**src/rtl/i2c_pkg.sv**
```systemverilog
// Shared I2C definitions for the SSD1306-style master/target pair:
// FSM encoding, ACK levels, control-byte bit positions and default address.
package i2c_pkg;

  typedef enum logic [3:0] {
    ST_IDLE,
    ST_ADDR,
    ST_ADDR_ACK,
    ST_CTRL,
    ST_CTRL_ACK,
    ST_PAYLOAD,
    ST_PAYLOAD_ACK,
    ST_READ,
    ST_READ_ACK,
    ST_IGNORE
  } i2c_state_e;

  localparam logic       ACK          = 1'b0;
  localparam logic       NACK         = 1'b1;
  localparam int         CO_BIT       = 7;
  localparam int         DC_BIT       = 6;
  localparam logic [6:0] DEFAULT_ADDR = 7'h3C;

endpackage

```
**src/rtl/i2c_bus_sync.sv**
```systemverilog
// Synchronizes SCL/SDA into the CLK domain and flags SCL edges plus
// START/STOP conditions, one register past the synchronizer chain.
module i2c_bus_sync #(
  parameter int SYNC_STAGES = 2
) (
  input  logic CLK,
  input  logic RST,
  input  logic scl_in,
  input  logic sda_in,
  output logic sda,
  output logic scl_rise,
  output logic scl_fall,
  output logic start_det,
  output logic stop_det
);

  logic [SYNC_STAGES-1:0] scl_sync_q, scl_sync_d;
  logic [SYNC_STAGES-1:0] sda_sync_q, sda_sync_d;
  logic                   scl_prev_q, scl_prev_d;
  logic                   sda_prev_q, sda_prev_d;
  logic                   scl;

  always_comb begin
    scl_sync_d = {scl_sync_q[SYNC_STAGES-2:0], scl_in};
    sda_sync_d = {sda_sync_q[SYNC_STAGES-2:0], sda_in};
    scl_prev_d = scl_sync_q[SYNC_STAGES-1];
    sda_prev_d = sda_sync_q[SYNC_STAGES-1];
  end

  // Reset to the idle-bus level so leaving reset never fakes an edge on a quiet bus.
  always_ff @(posedge CLK) begin
    // NOTE: state registers use non-blocking assignments so every flop samples pre-edge values.
    if (RST) begin
      scl_sync_q <= '1;
      sda_sync_q <= '1;
      scl_prev_q <= 1'b1;
      sda_prev_q <= 1'b1;
    end else begin
      scl_sync_q <= scl_sync_d;
      sda_sync_q <= sda_sync_d;
      scl_prev_q <= scl_prev_d;
      sda_prev_q <= sda_prev_d;
    end
  end

  assign scl       = scl_sync_q[SYNC_STAGES-1];
  assign sda       = sda_sync_q[SYNC_STAGES-1];
  assign scl_rise  =  scl & ~scl_prev_q;
  assign scl_fall  = ~scl &  scl_prev_q;
  assign start_det =  scl &  scl_prev_q &  sda_prev_q & ~sda;
  assign stop_det  =  scl &  scl_prev_q & ~sda_prev_q &  sda;

endmodule

```
**src/rtl/i2c_oled_target.sv**
```systemverilog
// SSD1306-style I2C target: decodes control bytes, ACKs every matched write
// byte, strobes payload bytes tagged command/data, and answers reads with status.
module i2c_oled_target
  import i2c_pkg::*;
#(
  parameter logic [6:0] SLAVE_ADDR  = DEFAULT_ADDR,
  parameter int         SYNC_STAGES = 2
) (
  input  logic       CLK,
  input  logic       RST,
  input  logic       scl_in,
  input  logic       sda_in,
  output logic       sda_oe,
  input  logic [7:0] status,
  output logic       byte_valid,
  output logic [7:0] byte_data,
  output logic       byte_is_data,
  output logic       frame_start,
  output logic       frame_end,
  output logic       busy
);

  logic sda, scl_rise, scl_fall, start_det, stop_det, bus_cond;

  i2c_bus_sync #(.SYNC_STAGES(SYNC_STAGES)) u_sync (
    .CLK       (CLK),
    .RST       (RST),
    .scl_in    (scl_in),
    .sda_in    (sda_in),
    .sda       (sda),
    .scl_rise  (scl_rise),
    .scl_fall  (scl_fall),
    .start_det (start_det),
    .stop_det  (stop_det)
  );

  i2c_state_e state_q, state_d;
  logic [2:0] bit_cnt_q, bit_cnt_d;
  logic       full_q, full_d;
  logic [7:0] shift_q, shift_d;
  logic       co_q, co_d, dc_q, dc_d, rw_q, rw_d, mack_q, mack_d;
  logic       sda_oe_q, sda_oe_d, busy_q, busy_d;
  logic       byte_valid_q, byte_valid_d, byte_is_data_q, byte_is_data_d;
  logic       frame_start_q, frame_start_d;
  logic [7:0] byte_data_q, byte_data_d;

  assign bus_cond = start_det | stop_det;

  always_comb begin
    // NOTE: every signal gets a default first so no path infers a latch.
    state_d        = state_q;
    bit_cnt_d      = bit_cnt_q;
    full_d         = full_q;
    shift_d        = shift_q;
    co_d           = co_q;
    dc_d           = dc_q;
    rw_d           = rw_q;
    mack_d         = mack_q;
    sda_oe_d       = sda_oe_q;
    busy_d         = busy_q;
    byte_valid_d   = 1'b0;
    byte_data_d    = byte_data_q;
    byte_is_data_d = byte_is_data_q;
    frame_start_d  = 1'b0;

    if (bus_cond) begin
      state_d   = start_det ? ST_ADDR : ST_IDLE;
      bit_cnt_d = 3'd0;
      full_d    = 1'b0;
      sda_oe_d  = 1'b0;
      busy_d    = 1'b0;
    end else begin
      unique case (state_q)
        ST_ADDR, ST_CTRL, ST_PAYLOAD: begin
          if (scl_rise && !full_q) begin
            shift_d   = {shift_q[6:0], sda};
            bit_cnt_d = bit_cnt_q + 3'd1;
            full_d    = (bit_cnt_q == 3'd7);
            if (state_q == ST_PAYLOAD && bit_cnt_q == 3'd7) begin
              byte_valid_d   = 1'b1;
              byte_data_d    = {shift_q[6:0], sda};
              byte_is_data_d = dc_q;
            end
          end else if (scl_fall && full_q) begin
            // Byte complete: the ACK slot opens on this SCL falling edge.
            full_d = 1'b0;
            unique case (state_q)
              ST_ADDR: begin
                if (shift_q[7:1] == SLAVE_ADDR) begin
                  state_d       = ST_ADDR_ACK;
                  rw_d          = shift_q[0];
                  sda_oe_d      = 1'b1;
                  frame_start_d = 1'b1;
                  busy_d        = 1'b1;
                end else begin
                  state_d = ST_IGNORE;
                end
              end
              ST_CTRL: begin
                state_d  = ST_CTRL_ACK;
                co_d     = shift_q[CO_BIT];
                dc_d     = shift_q[DC_BIT];
                sda_oe_d = 1'b1;
              end
              default: begin
                state_d  = ST_PAYLOAD_ACK;
                sda_oe_d = 1'b1;
              end
            endcase
          end
        end
        ST_ADDR_ACK, ST_CTRL_ACK, ST_PAYLOAD_ACK: begin
          if (scl_fall) begin
            sda_oe_d = 1'b0;
            unique case (state_q)
              ST_ADDR_ACK: begin
                if (rw_q) begin
                  state_d  = ST_READ;
                  shift_d  = status;
                  sda_oe_d = ~status[7];
                end else begin
                  state_d = ST_CTRL;
                end
              end
              ST_CTRL_ACK: state_d = ST_PAYLOAD;
              default:     state_d = co_q ? ST_CTRL : ST_PAYLOAD;
            endcase
          end
        end
        ST_READ: begin
          if (scl_rise && !full_q) begin
            bit_cnt_d = bit_cnt_q + 3'd1;
            full_d    = (bit_cnt_q == 3'd7);
          end else if (scl_fall) begin
            if (full_q) begin
              full_d   = 1'b0;
              state_d  = ST_READ_ACK;
              sda_oe_d = 1'b0;
            end else begin
              shift_d  = {shift_q[6:0], 1'b0};
              sda_oe_d = ~shift_q[6];
            end
          end
        end
        ST_READ_ACK: begin
          if (scl_rise) begin
            mack_d = sda;
          end else if (scl_fall) begin
            if (mack_q == NACK) begin
              state_d = ST_IGNORE;
            end else begin
              state_d  = ST_READ;
              shift_d  = status;
              sda_oe_d = ~status[7];
            end
          end
        end
        default: ;
      endcase
    end
  end

  always_ff @(posedge CLK) begin
    if (RST) begin
      state_q        <= ST_IDLE;
      bit_cnt_q      <= 3'd0;
      full_q         <= 1'b0;
      shift_q        <= 8'h00;
      co_q           <= 1'b0;
      dc_q           <= 1'b0;
      rw_q           <= 1'b0;
      mack_q         <= 1'b0;
      sda_oe_q       <= 1'b0;
      busy_q         <= 1'b0;
      byte_valid_q   <= 1'b0;
      byte_data_q    <= 8'h00;
      byte_is_data_q <= 1'b0;
      frame_start_q  <= 1'b0;
    end else begin
      state_q        <= state_d;
      bit_cnt_q      <= bit_cnt_d;
      full_q         <= full_d;
      shift_q        <= shift_d;
      co_q           <= co_d;
      dc_q           <= dc_d;
      rw_q           <= rw_d;
      mack_q         <= mack_d;
      sda_oe_q       <= sda_oe_d;
      busy_q         <= busy_d;
      byte_valid_q   <= byte_valid_d;
      byte_data_q    <= byte_data_d;
      byte_is_data_q <= byte_is_data_d;
      frame_start_q  <= frame_start_d;
    end
  end

  // START/STOP release SDA and close the frame in the detection cycle itself.
  assign sda_oe       = sda_oe_q & ~bus_cond;
  assign frame_end    = busy_q & bus_cond;
  assign busy         = busy_q & ~bus_cond;
  assign byte_valid   = byte_valid_q;
  assign byte_data    = byte_data_q;
  assign byte_is_data = byte_is_data_q;
  assign frame_start  = frame_start_q;

endmodule

```
**config.mk**
```make
export PLATFORM = sky130hd
export DESIGN_NAME = i2c_oled_target
export DESIGN_NICKNAME = d
export VERILOG_FILES = /design/src/rtl/i2c_pkg.sv /design/src/rtl/i2c_bus_sync.sv /design/src/rtl/i2c_oled_target.sv
export SDC_FILE = /design/constraint.sdc
export NUM_CORES = 1
export LEC_CHECK = 0
export BUFFER_PORTS_ARGS = -buffer_cell sky130_fd_sc_hd__buf_4
export CAP_MARGIN = 15
export CORE_MARGIN = 2
export CORE_UTILIZATION = 55
export CTS_BUF_LIST = sky130_fd_sc_hd__clkbuf_8
export DETAILED_ROUTE_END_ITERATION = 7
export GPL_ROUTABILITY_DRIVEN = 0
export PLACE_DENSITY = 0.87
export SETUP_SLACK_MARGIN = 0.02
export SLEW_MARGIN = 20
export SYNTH_ARGS = -nofsm -noshare
export SYNTH_HDL_FRONTEND = slang
export SYNTH_SLANG_ARGS = --single-unit
```
**constraint.sdc**
```tcl
create_clock -name CLK -period 3.6 [get_ports CLK]
set_input_delay 0.36 -clock CLK [delete_from_list [all_inputs] [get_ports CLK]]
set_output_delay 0.36 -clock CLK [all_outputs]
set_load 0.02 [all_outputs]
```
==> run_results.csv <==
group,metric,value,unit
pwr,p_leak,0.928,nW
grt,antenna_found_initial,0,
sta,final-setup-viol-count,0,
floorplanning,die_area,4240,sq um
clocking,post_cts_resized,0,
sta,slew_viol_final,0,
layout,final_cells,282,
worst_setup_path,start_kind,"flop",
worst_setup_path,rr_endpoint,"state_q[3]",
detailed_routing,drtPass1Iterations,4,
pwr,p_switching,250,uW
grt,grt_max_degree,35,
sta,fin_setup_tns,0,ps
pwr,combPwrFrac,13.0,%
sta,clock.fmax,0.426,GHz
sta,fin_skew,7.22,ps
placed_design,dpl.cell_count,274,
pwr,intPower,735,uW
sta,tightest_slew,1030,ps
detailed_routing,drt-initial-drc-count,93,
synthesis,async_flop_share,0,%
layout,num-fill-cells,306,
grt,grt_first_pass_wirelength,6760,um
synthesis,synth_top_area_share,38.0,%
detailed_routing,vias,1651,
detailed_routing,wirelength,4140,um
worst_hold_path,worstHoldStart,"scl_in",
sta,rsz0062_at_grt,"false",
placed_design,io_buffer_count,25,
synthesis,yosysMostFrequentCell,"dfxtp_1",
detailed_routing,vias_per_cell,5.85,
placed_design,dp_hpwl,2870,um
synthesis,avgSynthCellArea,9.56,sq um
sta,whs,245,ps
detailed_routing,drtAntennaViolNets,0,
worst_setup_path,worst_r2r_path_depth,4,
sta,fin_crit_sh,65.2,%
layout,area_delta_synth_final,12.2,%
detailed_routing,drc_errors,0,
grt,grt-ovfl-total,0,
layout,num_antenna_cells,0,
clocking,cts_setup_buffers,0,
synthesis,synth.distinct_cells,55,
synthesis,synth_fa_ha_area_share,1.22,%
synthesis,synthSimpleGateAreaFrac,21.9,%
worst_setup_path,setup.worst_path.class,"reg2reg",
synthesis,postSynthCellCount,215,
floorplanning,die-height,65.1,um
worst_setup_path,endpoint_kind,"flop",
detailed_routing,routedWlPerCell,14.7,um
synthesis,ys.flop_type,"dfxtp_1",
pwr,sw_frac_of_total,25.4,%
synthesis,ys_top_cells_by_area,"dfxtp_1, mux2i_1, nor2_1",
worst_setup_path,worst_ep_required_time,3790,ps
sta,hold_violations,0,
placed_design,postPlaceCellArea,2190,sq um
sta,maxSlewHeadroom,31.0,%
layout,drive_gt1_share,23.9,%
grt,first_global_vias,1449,
synthesis,synth-seq-area-share,38.0,%
status,outcome,"complete, no violations",
clocking,cts_max_path_buffers,2,
worst_hold_path,min_path_type,"in2reg",
worst_hold_path,min_path_cells,2,
clocking,hold_buffers,0,
layout,num-nets-final,247,
clocking,cts_buffers,5,
synthesis,synth_fp_nets,229,
worst_hold_path,whs_endpoint,"u_sync.scl_sync_q[0]",
synthesis,synth-compound-area-share,19.9,%
clocking,clock_latency,300,ps
worst_setup_path,worstPathArrival,2540,ps
sta,post-route-min-period,2350,ps
pwr,peakVddDrop,316,uV
floorplanning,die_w,65.1,um
floorplanning,core,3630,sq um
synthesis,synth_top_family_by_area,"simple AND/OR/NAND/NOR gates",
synthesis,synth_edf_count,0,
worst_setup_path,rrSetupSlack,1250,ps
clocking,clock-root-buffer,"clkbuf_8",
floorplanning,start_util,56.6,%
clocking,path_clk_slew,70,ps
pwr,p_clk_share,38.1,%
synthesis,synth_area,2060,sq um
synthesis,yosys_warnings,0,
layout,fin_area,2310,sq um
synthesis,synth.area.mux_share,11.2,%
grt,grt_usage,20.8,%
synthesis,synth_top_area_cell,"dfxtp_1",
synthesis,synth_xor_area_share,1.28,%
flow_run,maxCapViolations,0,
clocking,tritoncts,"yes",
floorplanning,ios,26,
clocking,htreeDepth,2,
synthesis,ys_ff_latch,39,
pwr,power.density,427,nW/um^2
floorplanning,fp-row-count,22,
pwr,seqPwrFrac,48.9,%
layout,utilization,63.5,%
worst_setup_path,regToRegStartpoint,"state_q[3]",
worst_setup_path,cp_max_fo,17,
synthesis,yosys-top-cells-count,"dfxtp_1, nor2_1, mux2i_1",
clocking,clock-sinks,39,
[power groups by stage]
stage,clock [mW],combinational [mW],sequential (mW)
2_1_floorplan,0,0.121,0.474
3_5_place_dp,0,0.127,0.491
6_report,0.375,0.128,0.482
5_1_grt,0.393,0.141,0.485
4_1_cts,0.378,0.128,0.481
3_3_place_gp,0,0.125,0.490
[routing by layer]
metal	routed length, um	track usage, %	share of wire [%]
met1	1900	28.5	46
met2	1920	31.2	46
met3	228	4.45	5.5
met4	87	10.4	2.1
met5	0	0	0
[state kept, by name, indices dropped and copies added, names as in the netlist]
register           cells
busy_q                 1
frame_start            1
mack_q                 1
state_q                4
shift_q                8
u_sync.scl_sync_q      2
u_sync.sda_prev_q      1
bit_cnt_q              3
u_sync.scl_prev_q      1
byte_data              8
sda_oe_q               1
byte_valid             1
full_q                 1
co_q                   1
u_sync.sda_sync_q      2
rw_q                   1
dc_q                   1
byte_is_data           1
[cells by family (layout without fill, tap and decap cells)]
logic type	after synthesis	in the layout
AND/OR/NAND/NOR	74	74
adder cells (fa/ha/maj)	2	2
AO/OA/AOI/OAI	55	55
XOR/XNOR	3	3
flip-flops	39	39
multiplexers	23	23
buffers and inverters	19	38
[area by class of cell]
cell class	count	area (sq um)	share of cell area [%]
Clock buffer	6	82.6	3.58
Clock inverter	2	35.0	1.52
Inverter	5	18.8	0.814
Multi-Input combinational cell	157	1140	49.5
Sequential cell	39	781	33.9
Tap cell	48	60.1	2.60
Timing Repair Buffer	25	188	8.14
[critical path, stage by stage (launching register included)]
cell and delay [ps]:
dfxtp_1 690, o21ba_2 260, o21ai_1 790, a221oi_2 200
a311oi_1 300
[worst max path at each step]
stage / start / endpoint / slack, ps / cells after the start
6_report: state_q[3] / state_q[3] / 1250 / 4
5_1_grt: state_q[2] / state_q[0] / 1060 / 5
4_1_cts: state_q[3] / state_q[3] / 1280 / 4
3_5_place_dp: state_q[3] / state_q[3] / 1300 / 4
3_3_place_gp: state_q[3] / state_q[3] / 1280 / 4
2_1_floorplan: state_q[1] / shift_q[0] / 2020 / 6
[layout by cell type, fill, tap and decap left out, types with 2 or more instances in the layout]
| cell | Yosys | final |
|---|---|---|
| clkbuf_8 | 0 | 6 |
| or3_1 | 3 | 3 |
| nor2_1 | 25 | 25 |
| nand2_1 | 6 | 6 |
| nor3_1 | 2 | 2 |
| and3_1 | 2 | 2 |
| and2_1 | 2 | 2 |
| nand4_1 | 3 | 3 |
| a21oi_1 | 12 | 12 |
| inv_1 | 5 | 5 |
| o21ai_1 | 2 | 2 |
| and4_1 | 2 | 2 |
| a2111oi_0 | 2 | 2 |
| a311oi_1 | 2 | 2 |
| o211ai_1 | 2 | 2 |
| nand2b_1 | 4 | 4 |
| nand3b_1 | 2 | 2 |
| o21a_1 | 2 | 2 |
| ha_1 | 2 | 2 |
| o21ai_0 | 4 | 4 |
| a31oi_1 | 8 | 8 |
| nand2b_4 | 3 | 3 |
| or2_2 | 8 | 8 |
| mux2i_1 | 23 | 23 |
| nor2b_1 | 3 | 3 |
| a211oi_1 | 8 | 8 |
| dfxtp_1 | 39 | 39 |
| buf_4 | 3 | 25 |
| xnor2_1 | 2 | 2 |
[through the flow]
step / power [mW] / setup slack [ps]
floorplan: 0.595 / 2020
global route: 1.02 / 1060
detailed placement: 0.618 / 1300
CTS: 0.987 / 1280
finish: 0.985 / 1250
global placement: 0.615 / 1280
Power figures use the tool's default switching activity.
